==> src/rtl/mux_stream_pkg.sv <==
// Shared constants for the mux_stream registered stream multiplexer.
// Optional per-channel beat counters are enabled with MUX_STREAM_STATS_EN.
package mux_stream_pkg;

  localparam int DATA_W_DEFAULT = 136;
  localparam int N_CH_DEFAULT   = 3;
  localparam int CNT_W          = 32;

  localparam logic MODE_FIXED = 1'b0;
  localparam logic MODE_RR    = 1'b1;

endpackage

==> src/rtl/mux_rr_arb.sv <==
// Combinational round-robin arbiter: grants the first valid channel after ptr,
// wrapping from N_CH-1 back to 0.
module mux_rr_arb #(
  parameter int N_CH  = 3,
  parameter int SEL_W = $clog2(N_CH)
) (
  input  logic [N_CH-1:0]  in_valid,
  input  logic [SEL_W-1:0] ptr,
  output logic             gnt_valid,
  output logic [SEL_W-1:0] gnt_idx
);

  // Walk offsets from farthest to nearest so the nearest valid channel wins.
  always_comb begin
    int idx;
    gnt_valid = 1'b0;
    gnt_idx   = '0;
    idx       = 0;
    for (int k = N_CH; k >= 1; k--) begin
      idx = (int'(ptr) + k) % N_CH;
      if (in_valid[SEL_W'(idx)]) begin
        gnt_valid = 1'b1;
        gnt_idx   = SEL_W'(idx);
      end
    end
  end

endmodule

==> src/rtl/mux_stream.sv <==
// N-channel registered stream mux with fixed-select or round-robin arbitration.
// Define MUX_STREAM_STATS_EN to add the beat_cnt per-channel transfer counters.
module mux_stream
  import mux_stream_pkg::*;
#(
  parameter  int DATA_W = DATA_W_DEFAULT,
  parameter  int N_CH   = N_CH_DEFAULT,
  localparam int SEL_W  = $clog2(N_CH)
) (
  input  logic                   clk,
  input  logic                   rst,
  input  logic                   rr_mode,
  input  logic [SEL_W-1:0]       sel,
  input  logic [N_CH-1:0]        in_valid,
  output logic [N_CH-1:0]        in_ready,
  input  logic [N_CH*DATA_W-1:0] in_data,
  output logic                   out_valid,
  input  logic                   out_ready,
  output logic [DATA_W-1:0]      out_data,
  output logic [SEL_W-1:0]       out_ch
`ifdef MUX_STREAM_STATS_EN
  ,
  output logic [N_CH*CNT_W-1:0]  beat_cnt
`endif
);

  logic             accept;
  logic             sel_ok;
  logic             fix_valid;
  logic             rr_valid;
  logic [SEL_W-1:0] rr_idx;
  logic             gnt_valid;
  logic [SEL_W-1:0] gnt_idx;
  logic             xfer;
  logic [SEL_W-1:0] ptr_q;

  mux_rr_arb #(
    .N_CH  (N_CH),
    .SEL_W (SEL_W)
  ) u_arb (
    .in_valid  (in_valid),
    .ptr       (ptr_q),
    .gnt_valid (rr_valid),
    .gnt_idx   (rr_idx)
  );

  assign accept = !out_valid || out_ready;

  // An out-of-range select grants nothing rather than aliasing a channel.
  always_comb begin
    sel_ok    = ({1'b0, sel} < (SEL_W+1)'(N_CH));
    fix_valid = 1'b0;
    if (sel_ok) begin
      fix_valid = in_valid[sel];
    end
    if (rr_mode == MODE_RR) begin
      gnt_valid = rr_valid;
      gnt_idx   = rr_idx;
    end else begin
      gnt_valid = fix_valid;
      gnt_idx   = sel;
    end
  end

  assign xfer = !rst && accept && gnt_valid;

  always_comb begin
    in_ready = '0;
    if (xfer) begin
      in_ready[gnt_idx] = 1'b1;
    end
  end

  always_ff @(posedge clk) begin
    if (rst) begin
      out_valid <= 1'b0;
      out_data  <= '0;
      out_ch    <= '0;
      ptr_q     <= SEL_W'(N_CH - 1);
    end else if (xfer) begin
      out_valid <= 1'b1;
      out_data  <= in_data[int'(gnt_idx)*DATA_W +: DATA_W];
      out_ch    <= gnt_idx;
      if (rr_mode == MODE_RR) begin
        ptr_q <= gnt_idx;
      end
    end else if (out_ready) begin
      out_valid <= 1'b0;
    end
  end

`ifdef MUX_STREAM_STATS_EN
  logic [N_CH-1:0][CNT_W-1:0] cnt_q;

  always_ff @(posedge clk) begin
    if (rst) begin
      cnt_q <= '0;
    end else if (xfer) begin
      cnt_q[gnt_idx] <= cnt_q[gnt_idx] + CNT_W'(1);
    end
  end

  assign beat_cnt = cnt_q;
`endif

endmodule
==> config.mk <==
export PLATFORM = sky130hd
export DESIGN_NAME = mux_stream
export DESIGN_NICKNAME = d
export VERILOG_FILES = /design/src/rtl/mux_stream_pkg.sv /design/src/rtl/mux_rr_arb.sv /design/src/rtl/mux_stream.sv
export SDC_FILE = /design/constraint.sdc
export NUM_CORES = 1
export LEC_CHECK = 0
export ABC_AREA = 1
export BUFFER_PORTS_ARGS = -buffer_cell sky130_fd_sc_hd__buf_2
export CAP_MARGIN = 20
export CORE_AREA = 2 2 218 220
export DETAILED_ROUTE_END_ITERATION = 16
export DIE_AREA = 0 0 220 222
export PLACE_DENSITY = 0.46
export SLEW_MARGIN = 20
export SYNTH_ARGS = -nofsm -noshare
export SYNTH_HDL_FRONTEND = slang
export SYNTH_SLANG_ARGS = --single-unit
==> constraint.sdc <==
create_clock -name clk -period 6.6 [get_ports clk]
set_input_delay 0.99 -clock clk [delete_from_list [all_inputs] [get_ports clk]]
set_output_delay 0.99 -clock clk [all_outputs]
set_load 0.02 [all_outputs]
==> results.md, run 1 <==
Clock network:
- The number of buffers created by CTS is 17.
- The maximum clock path buffer count is 2.
- The H-tree was split into 4 levels.
- TritonCTS built the clock tree.
- Clock-pin slew was measured on the worst setup and hold paths at 70 ps.
- The number of gates resized after CTS is 0.
- The cell at the root of the clock tree is clkbuf_16.
- The post-CTS repair timing setup buffer count is 0.
- The clock sink count is 141.
- The number of buffers added to fix hold violations after cts is 0.
- The later pin in the worst-skew pair is clocked with a latency of 490 ps.

Logic synthesis:
- The number of warning messages in the yosys log is 0.
- The gate count of the mapped netlist is 1655.
- The per-instance average area after synthesis is 5.846 um^2.
- The mux cell area share after synthesis is 0%.
- The arithmetic-cell share of the synthesized area counting full adders, half adders and majority gates is 0.5173%.
- Summing the areas of all compound-gate instances in the mapped netlist gives 11.46% of the synthesized area.
- The largest family of logic cells by synthesized area is simple AND/OR/NAND/NOR gates.
- The simple logic cell fraction of the synthesized area is 43.58%.
- After synthesis, the largest area contributor takes up 29.17% of total cell area.
- After synthesis, the cell types taking the most area are dfxtp_1 (29%), nand2_1 (15%), nand3_1 (11%).
- The synthesized design contains 141 register bits.
- The number of nets in the synthesized netlist is 2076.
- The unique cell type count in the Yosys netlist is 25.
- The leading area contributor after synthesis is dfxtp_1.
- The most used flip-flop cell after synthesis is dfxtp_1.
- The async set-or-reset flop fraction in the synthesized netlist is 0%.
- The most common cell in the synthesized netlist is nand2_1.
- The cell area after technology mapping is 9676 um^2.
- The share of synthesized area occupied by flip-flops and latches is 29.17%.
- Ranked by instance count, the synthesized netlist is headed by nand2_1 (378), inv_1 (221), nand3_1 (221), nor2_1 (188).
- After Yosys synthesis, XOR and XNOR cells account for 0% of the synthesized area.
- The synthesized design contains 0 enable-type register cells.

Die:
- The die width is 220 um.
- The starting density of the core is 20.92%.
- The number of ports placed on the die boundary is 559.
- The placement row count is 79.
- The die covers 48840 um^2.
- The placeable core region is 46260 um^2.
- The die span in y is 222 um.

Global routing:
- The remaining global-route overflow is 0.
- The number of antenna violations at the first check in global routing is 20.
- The number of global-route vias before repair came to 12044.
- In the global route stage, overall resource usage came out at 18.94%.
- The largest net degree at the start of global routing is 83.
- The global-route wire length before repair is 70930 um.

STA:
- The routed design could run at a clock period as short as 4324 ps.
- Between clock sinks in the finished design, the worst skew comes to 16.13 ps.
- The part of the cycle the worst path needs is 65.51%.
- The worst max-slew margin expressed relative to the limit is 32.36%.
- After routing, the total negative slack on setup checks comes to 0 ps.
- The number of pins exceeding their max-slew limit in the final report is 0.
- Setup violations remaining at the end of the flow were counted as 0.
- Setup repair after global routing left no endpoint under its margin.
- For the pin with the worst max-slew slack, the measured transition is 1015 ps.
- The number of failing hold endpoints at the final stage is 0.
- The achievable clock frequency is 231.3 MHz.

Route:
- After detailed routing, the average wire length per cell comes to 17.45 um.
- In this run the remaining antenna-violating nets after routing total 0.
- The post-route DRC violation count is 0.
- The final wirelength is 47790 um.
- The first-iteration detailed-routing DRC count is 709.
- The via count is 12566.
- The iteration count of the initial detailed-routing pass is 5.
- Using the TritonRoute via totals, the vias-per-cell ratio works out to 4.589.

Place:
- The placer congestion estimate is 0.8418.
- The HPWL after detailed placement is 33270 um.
- The cell area after placement is 12770 um^2.
- The number of I/O port buffers is 558.

Setup path:
- The critical path startpoint category is a register.
- The worst reg2reg path depth is 15.
- The setup check on the worst reg-to-reg path leaves a slack of 3060 ps.
- The arrival time reported for the critical path endpoint is 3330 ps.
- The endpoint of the lowest-slack register-to-register path is out_data[12].
- The critical path class is register to output pin.
- STA puts the critical path data required time at 5610 ps.
- STA classifies the critical path endpoint as an output pin.
- The worst register-to-register path begins at ptr_q[0].
- In this run the worst path has a maximum fanout of 63.

Pwr:
- Dividing total power by cell area gives a power density of 234.8 nW/um^2.
- IR analysis of the VDD net gives a maximum drop of 0.0001358 V.
- The reported leakage power is 7.253 nW.

Cells and area:
- The fill cell instance count of the final layout is 5313.
- The final core utilization is 29.02%.
- The number of nets in the final layout is 2532.
- In the final layout, the share of cells above drive strength 1 is 29.43%.
- The post-route cell area is 13420 um^2.
- The area added between synthesis and finish is 38.73%.
- The area occupied by multi-input gates is 5405 um^2.
- The area occupied by registers is 2823 um^2.

Worst hold path:
- The end point of the most critical hold path is out_ch[1].
- The tightest min-delay check is of the register to register type.
- The cell count of the worst hold path is 2.
- The start point of the worst hold path is out_ch[1].

Run status:
- The run finished with clean final reports.

Flow run:
- The count of maximum capacitance violations is 0.
-- critical path, cell delays in order (launching register included) --
cell and delay [ps]:
dfxtp_1 380, inv_1 80, ha_1 440, inv_2 90, nand3_1 110, nand2_1 130, nand2_1 100, nand2_1 50
nand2_1 50, nand2_1 70, nand2_2 60, buf_4 540, nand2_1 140, nor2_1 330, buf_2 240
-- kinds of logic after synthesis --
logic type / after synthesis
compound gates: 215
fa+ha+maj: 4
buf+inv: 367
flops: 141
simple gates: 928
-- placed cells by master (no fill, tap or decap) --
cell,instances
o211ai_1,3
nand3b_1,76
o21ai_0,60
nor2_1,188
clkbuf_8,6
inv_4,1
nand3_1,221
clkinvlp_4,3
clkbuf_16,17
or2_4,1
clkinv_2,2
nand4_1,61
inv_2,8
nand2_1,375
buf_2,558
buf_4,16
nand2_4,1
o21ai_1,7
nor2_4,1
a31oi_1,1
clkinv_4,1
nand2_2,3
a31oi_4,1
a21oi_4,1
a21oi_2,1
nand3_4,1
dfxtp_1,141
diode_2,7
bufinv_16,3
ha_1,4
a21oi_1,141
inv_1,221
-- power by group --
group	leakage, nW	internal (mW)	switching (mW)
sequential	1.16	0.943	0.0462
clock	0.307	0.653	0.434
combinational	5.79	0.358	0.718
total	7.25	1.95	1.20
-- per-stage QoR --
step           hold WS, ps  cells  power (mW)  worst slack [ps]
2_1_floorplan        483.8   1655       1.681              3225
3_3_place_gp         449.2   2699       2.093              2476
3_5_place_dp         459.5   2699       2.094              2490
4_1_cts              469.6   2731       3.214              2149
5_1_grt              494.3   2736       3.352              1992
6_report             464.8   2738       3.152              2276
-- layout make-up --
type	count	area share, %
Inverter	230	6.450
Multi-Input combinational cell	1147	40.27
Antenna cell	7	0.1305
Clock inverter	9	0.9787
Tap cell	607	5.658
Clock buffer	23	3.784
Timing Repair Buffer	574	21.70
Sequential cell	141	21.03
-- worst max path at each step --
stage / start / endpoint / depth (start not counted)
finish: ptr_q[0] / in_ready[0] / 14
global route: ptr_q[0] / in_ready[0] / 14
CTS: ptr_q[0] / in_ready[0] / 14
detailed placement: in_valid[1] / in_ready[0] / 13
global placement: in_valid[2] / in_ready[0] / 13
floorplan: rst / in_ready[0] / 9
-- registers in the layout, indices dropped and copies added (netlist names) --
signal	cells
out_ch	2
out_data	136
out_valid	1
ptr_q	2
-- routing by layer --
metal | part of all wire (%) | vias to the layer above | global-route usage (%)
li1 | - | 6193 | -
met1 | 41 | 5767 | 22.38
met2 | 47 | 515 | 31.57
met3 | 9.2 | 69 | 6.790
met4 | 2.3 | 22 | 6.300
met5 | 0.25 | - | 0
(Power assumes the default switching activity.)
==> inputs of run 2 (changes only) <==
==> constraint.sdc (replaced) <==
create_clock -name clk -period 4.5 [get_ports clk]
set_input_delay 0.675 -clock clk [delete_from_list [all_inputs] [get_ports clk]]
set_output_delay 0.675 -clock clk [all_outputs]
set_load 0.02 [all_outputs]
==> run 2 against run 1 <==
Non-clock buffer count increased by 1. Die area unchanged. Critical path depth decreased by 1.
==> results.md, run 2 (same netlist as run 1, synthesis figures left out) <==
Global routing:
- The number of antenna violations at the first check in global routing is 16 (-20%).
- The global routing usage summed across all routing layers is 19.00% (+0.063 points).
- The remaining global-route overflow is 0 (unchanged).
- The number of global-route vias before repair is 12245 (+1.7%).
- The global-route wire length before repair is 71080 um (+0.21%).
- The largest net degree at the start of global routing is 198 (+140%).

Setup path:
- The critical path is of the register to output pin type.
- The critical path startpoint category is a register.
- The maximum net fanout on the critical path is 27 (-57%).
- The data required time at the worst endpoint is 3830 ps (-1780 ps).
- The arrival time reported for the critical path endpoint came to 2890 ps (-440 ps).
- STA classifies the critical path endpoint as an output pin.

Clock network:
- The number of buffers added to fix hold violations after cts is 0 (unchanged).
- The clock network latency to the later pin of the worst-skew pair is 490 ps (about the same).
- The number of buffers created by CTS came to 17 (unchanged).
- The number of gates resized after CTS came to 0 (unchanged).
- The clock sink count came to 141 (unchanged).
- The CTS H-tree depth is 4 (unchanged).
- The clock input transition at the sequential cells of the worst setup and hold paths is 70 ps (about the same).
- The maximum clock path buffer count is 2 (unchanged).
- The post-CTS repair timing setup buffer count was 0 (unchanged).
- CTS placed an instance of clkbuf_16 at the clock tree root.
- The clock tree from TritonCTS is built.

Cells and area:
- The post-route cell area was 13450 um^2 (+0.21%).
- The largest register by flop count is out_data.
- The proportion of layout cells with a drive suffix above 1 is 29.27% (-0.16 points).
- The number of nets in the final layout is 2533 (+0.039%).
- The largest registers in the layout are out_data: 136 flops, out_ch: 2 flops, ptr_q: 2 flops.
- The fill cell instance count of the final layout was 5375 (+1.2%).
- The area occupied by registers is 2823 um^2 (unchanged).
- Leaving out fill and tap cells, the most frequent cells in the layout are buf_2 (558), nand2_1 (375), inv_1 (221), nand3_1 (221), nor2_1 (188).
- The most frequent standard cell in the layout excluding fill and tap cells is buf_2.
- The number of flip-flops under the largest register name is 136 (unchanged).
- From synthesis to final layout, the design area changed by 39.03%.
- The area occupied by multi-input gates is 5405 um^2 (unchanged).

Pwr:
- The maximum VDD drop is 0.0002040 V (+50%).
- The overall power consumption came to 4.680 mW (+49%).
- The ratio of total power to cell area was 347.9 nW/um^2 (+48%).
- The reported leakage power came to 7.274 nW (+0.28%).

Die:
- The number of ports placed on the die boundary is 559 (unchanged).
- The die span in y is 222 um (unchanged).
- The placeable core region is 46260 um^2 (unchanged).
- The starting density of the core was 20.92% (unchanged).
- The die width is 220 um (unchanged).
- The placement row count is 79 (unchanged).
- The die area came to 48840 um^2 (unchanged).

STA:
- The count of final setup violators came to 0 (unchanged).
- The setup total negative slack is 0 ps (unchanged).
- The smallest clock period supported by the final layout is computed as 3560 ps.
- The worst max-slew margin expressed relative to the limit came to 24.23% (-8.1 points).
- The worst-margin pin slew is 1137 ps (+122.0 ps).
- After layout, the worst path uses 79.11% of the clock period.
- For this run, the top clock speed supported by timing is 280.9 MHz.
- The number of failing hold endpoints at the final stage was 0 (unchanged).
- The clock skew after layout is 13.64 ps (-2.494 ps).
- The number of pins exceeding their max-slew limit in the final report was 0 (unchanged).
- Setup repair after global routing left no endpoint under its margin.

Route:
- The wire length per cell after detailed routing is 17.53 um (+0.42%).
- The final wirelength is 47970 um (+0.39%).
- The via count came to 12523 (-0.34%).
- The first-iteration detailed-routing DRC count is 754 (+6.3%).
- The post-route DRC violation count came to 0 (unchanged).
- The number of nets with antenna violations after routing is 0 (unchanged).
- The via density per instance is 4.575 (-0.31%).
- The iteration count of the initial detailed-routing pass was 5 (unchanged).

Place:
- The number of I/O port buffers is 558 (unchanged).
- The placer congestion estimate was 0.8879 (+5.5%).
- The cell area after placement is 12800 um^2 (+0.25%).
- The HPWL after detailed placement is 33650 um (+1.1%).

Flow run:
- The count of maximum capacitance violations was 0 (unchanged).

Run status:
- The flow ran to the end, and the final reports show no timing, DRC or antenna violations.

Worst hold path:
- The worst hold path belongs to the class register to register.
[run 2: changes by cell type in the layout (fill, tap and decap cells not counted), sizes merged]
cell / before / now
clkinvlp: 3 / 0
clkbuf: 23 / 22
bufinv: 3 / 5
diode: 7 / 5
inv: 230 / 231
clkinv: 3 / 4
buf: 574 / 575
[run 2: worst paths after layout]
check | slack [ps] | end | depth (start not counted) | start
min | 460 | out_ch[1] | 2 | out_ch[1]
min reg2reg | 460 | out_ch[1] | 2 | out_ch[1]
max reg2reg | 1270 | out_data[116] | 12 | ptr_q[0]
max | 940 | in_ready[1] | 13 | ptr_q[0]
[run 2: cell type report]
cell class / instances / area share, %
Antenna cell: 5 / 0.09301
Timing Repair Buffer: 575 / 21.90
Tap cell: 607 / 5.646
Sequential cell: 141 / 20.98
Clock inverter: 10 / 1.386
Multi-Input combinational cell: 1147 / 40.18
Clock buffer: 22 / 3.376
Inverter: 230 / 6.437
[run 2: power by group]
group	switching (mW)	total [mW]	internal, mW
sequential	0.0687	1.45	1.38
clock	0.642	1.64	0.998
combinational	1.06	1.59	0.533
total	1.77	4.68	2.91
[run 2: layer usage]
| layer | global-route usage [%] | part of all wire, % | vias up |
|---|---|---|---|
| met5 | 0 | 0.23 | - |
| li1 | - | - | 6192 |
| met4 | 6.582 | 2.7 | 22 |
| met2 | 32.46 | 48 | 482 |
| met1 | 21.64 | 40 | 5747 |
| met3 | 6.914 | 9.3 | 80 |
[run 2: worst max-delay path, cell delays in order (launching register included)]
cell     delay, ps
dfxtp_1        370
inv_1           80
ha_1           430
inv_2           90
nand2_1         70
nand3_1        110
nand2_1        100
nand2_1         50
inv_1           40
nand2_1         80
nand3_4         90
nand2_2        420
nor2_1         220
buf_2          210
[run 2: stage by stage]
stage | hold WS (ps) | setup slack (ps) | utilization (%) | cells
after floorplan | 483.8 | 1728 | - | 1655
after global placement | 451.6 | 1277 | 27.67 | 2700
after detailed placement | 454.3 | 1258 | 27.67 | 2700
after CTS | 425.1 | 854.7 | 29.05 | 2732
after global routing | 484.5 | 609.7 | 29.07 | 2735
final | 462.6 | 940.0 | 29.08 | 2737
==> inputs of run 3 (changes only) <==
--- a/config.mk
+++ b/config.mk
@@ -11,7 +11,7 @@
 export CORE_AREA = 2 2 218 220
 export DETAILED_ROUTE_END_ITERATION = 16
 export DIE_AREA = 0 0 220 222
-export PLACE_DENSITY = 0.46
+export PLACE_DENSITY = 0.48
 export SLEW_MARGIN = 20
 export SYNTH_ARGS = -nofsm -noshare
 export SYNTH_HDL_FRONTEND = slang
==> constraint.sdc (replaced) <==
create_clock -name clk -period 2.94 [get_ports clk]
set_input_delay 0.441 -clock clk [delete_from_list [all_inputs] [get_ports clk]]
set_output_delay 0.441 -clock clk [all_outputs]
set_load 0.02 [all_outputs]
==> run 3 against run 2 <==
Via count is 1.3% higher. Non-clock buffer count increased by 30. Critical path type unchanged. Global-route usage shrank 0.23 points. Count of clock-buffer cells in the layout shrank 1. Sequential power up 53%. Core utilization rose by 0.98 points.
==> results.md, run 3 (same netlist as run 1, synthesis figures left out) <==
Clock network:
- The CTS H-tree depth is 4 (unchanged).
- The maximum clock path buffer count is 2 (unchanged).
- The clock sink count is 141 (unchanged).
- The clock tree from TritonCTS is built.
- The cell at the root of the clock tree is clkbuf_16.
- The clock network latency to the later pin of the worst-skew pair came to 490 ps (about the same).
- The number of buffers created by CTS is 17 (unchanged).
- The clock input transition at the sequential cells of the worst setup and hold paths is 60 ps (about the same).

Die:
- The number of ports placed on the die boundary is 559 (unchanged).
- The placement row count is 79 (unchanged).
- The die area is 48840 um^2 (unchanged).
- The die width came to 220 um (unchanged).
- The placeable core region came to 46260 um^2 (unchanged).
- The die span in y came to 222 um (unchanged).
- The starting density of the core came to 20.92% (unchanged).

Route:
- The number of nets with antenna violations after routing came to 0 (unchanged).
- The first-iteration detailed-routing DRC count came to 687 (-8.9%).
- The final wirelength is 47170 um (-1.7%).
- The via density per instance came to 4.589 (+0.30%).
- The post-route DRC violation count was 0 (unchanged).
- The via count was 12684 (+1.3%).
- The iteration count of the initial detailed-routing pass was 5 (unchanged).
- The wire length per cell after detailed routing is 17.07 um (-2.6%).

Cells and area:
- The fill cell instance count of the final layout is 5337 (-0.71%).
- The proportion of layout cells with a drive suffix above 1 is 30.64% (+1.4 points).
- The area added between synthesis and finish is 43.72%.
- The library cells used most frequently in the layout, excluding fill and tap cells, are buf_2 (557), nand2_1 (374), nand3_1 (220).
- The largest registers in the layout are out_data: 136 flops, out_ch: 2 flops, ptr_q: 2 flops.
- The area occupied by registers is 2828 um^2 (+0.18%).
- The number of flip-flops under the largest register name is 136 (unchanged).
- The area occupied by multi-input gates was 5451 um^2 (+0.86%).
- Counting flops per register, the top entry is out_data.
- The number of nets in the final layout is 2563 (+1.2%).
- Leaving out fill and tap cells, the most frequent cell in the layout is buf_2.

Run status:
- The run finished with clean final reports.

Pwr:
- The total internal power is 4.319 mW (+48%).
- The fraction of power consumed by combinational cells is 36.7% (+2.8 points).
- The reported leakage power is 7.479 nW (+2.8%).
- The net switching power is 2.707 mW (+53%).
- The ratio of total power to cell area is 505.3 nW/um^2 (+45%).
- The proportion of power drawn by the clock network is 31.7% (-3.3 points).
- The maximum VDD drop is 0.0003336 V (+63%).
- The overall power consumption is 7.027 mW (+50%).
- The switching part of the total is 38.53% (+0.79 points).
- The relative contribution of sequential cells to total power is 31.6% (+0.6 points).

STA:
- Of the available clock period, the critical path in the final layout requires 94.76%.
- The count of final setup violators was 0 (unchanged).
- The worst hold slack was 299.6 ps (-163.0 ps).
- The number of pins exceeding their max-slew limit in the final report is 0 (unchanged).
- The worst max-slew margin expressed relative to the limit is 33.32% (+9.1 points).
- The number of failing hold endpoints at the final stage is 0 (unchanged).
- The achievable clock frequency is 358.9 MHz.
- Subtracting the final worst setup slack from the clock period gives 2786 ps.
- The clock skew after layout was 13.43 ps (-0.2069 ps).
- The worst-margin pin slew is 1000 ps (-136.4 ps).

Global routing:
- The remaining global-route overflow is 0 (unchanged).
- The global routing usage summed across all routing layers was 18.77% (-0.23 points).
- The largest net degree at the start of global routing is 91 (-54%).
- The number of global-route vias before repair is 12199 (-0.38%).
- The number of antenna violations at the first check in global routing came to 13 (-3).
- The global-route wire length before repair is 70450 um (-0.89%).

Place:
- The placer congestion estimate is 0.8594 (-3.2%).
- The HPWL after detailed placement came to 32930 um (-2.1%).
- The number of I/O port buffers is 558 (unchanged).

Setup path:
- The data required time at the worst endpoint is 2500 ps (-1330 ps).
- The arrival time reported for the critical path endpoint was 2340 ps (-550 ps).
- The type of destination of the critical path is an output pin.
- The maximum net fanout on the critical path is 19 (-30%).
- The worst setup path is launched from a register.
- The critical path class is register to output pin.
- The reg2reg setup slack was 310 ps (-960 ps).

Flow run:
- The count of maximum capacitance violations is 0 (unchanged).

Worst hold path:
- The path category of the worst min-delay check is input pin to register.
-- run 3: changes by cell type in the layout (fill, tap and decap cells not counted), moves of 2 or more --
| cell | delta |
|---|---|
| buf_12 | +14 |
| buf_4 | +12 |
| buf_6 | +2 |
| bufbuf_16 | +2 |
| bufinv_16 | -3 |
| clkinvlp_4 | +4 |
| dfxtp_1 | -2 |
| diode_2 | -2 |
| ha_1 | -2 |
| ha_4 | +2 |
| inv_1 | -2 |
| inv_2 | +2 |
-- run 3: through the flow --
step / instances / instance area (um^2) / setup slack, ps / util [%] / setup TNS (ps)
5_1_grt: 2764 / 13910 / -7.014 / 30.06 / -7.014
6_report: 2764 / 13910 / 154.1 / 30.06 / 0
4_1_cts: 2756 / 13830 / 13.97 / 29.90 / 0
2_1_floorplan: 1655 / 9676 / 402.5 / - / 0
3_5_place_dp: 2716 / 13090 / 194.1 / 28.31 / 0
3_3_place_gp: 2716 / 13090 / 205.4 / 28.31 / 0
-- run 3: worst paths after layout --
| kind | from | endpoint | depth (start not counted) |
|---|---|---|---|
| worst max register to register | ptr_q[0] | out_data[67] | 15 |
| worst min-delay path | in_data[52] | out_data[52] | 5 |
| worst max-delay path | ptr_q[0] | in_ready[2] | 12 |
| worst min register to register | out_ch[1] | out_ch[1] | 2 |
-- run 3: critical path, stage by stage, from the launching register on --
cell     delay (ps)
dfxtp_4         380
inv_2            60
ha_4            300
inv_2            60
nand2_1          90
nand3_2          90
a21oi_2         190
a31oi_4         110
buf_6           150
buf_16          160
nand2_1          90
inv_1            40
buf_2           150
-- run 3: cell type report --
type                    count  share of cell area (%)
repair buffers            605                   24.64
clock inverters            10                  0.8458
clock buffers              21                   3.239
inverters                 230                   6.226
flip-flops and latches    141                   20.33
diodes                      3                 0.05399
multi-input cells        1147                   39.20
well taps                 607                   5.462
-- run 3: power by group through the flow --
stage | logic [mW] | registers (mW) | clock network [mW]
after floorplan | 1.28 | 2.50 | 0
after global placement | 2.52 | 2.26 | 0
after detailed placement | 2.51 | 2.26 | 0
after CTS | 2.59 | 2.22 | 2.33
after global routing | 2.86 | 2.24 | 2.37
final | 2.58 | 2.22 | 2.23
-- run 3: metal layers --
metal	GRT usage, %	up-vias	share of wire, %
met5	0	-	0.18
met4	6.343	14	2.5
met3	5.898	76	9.0
met2	32.02	560	48
met1	22.05	5776	41
li1	-	6258	-
-- run 3: what timing repair did --
action / in CTS / in global routing
buffers inserted: 7 / 5
hold buffers: 0 / 0
setup endpoints to repair: 3 / 3
gates cloned: 2 / 0
pin swaps: 2 / 5
gates resized for setup: 8 / 9
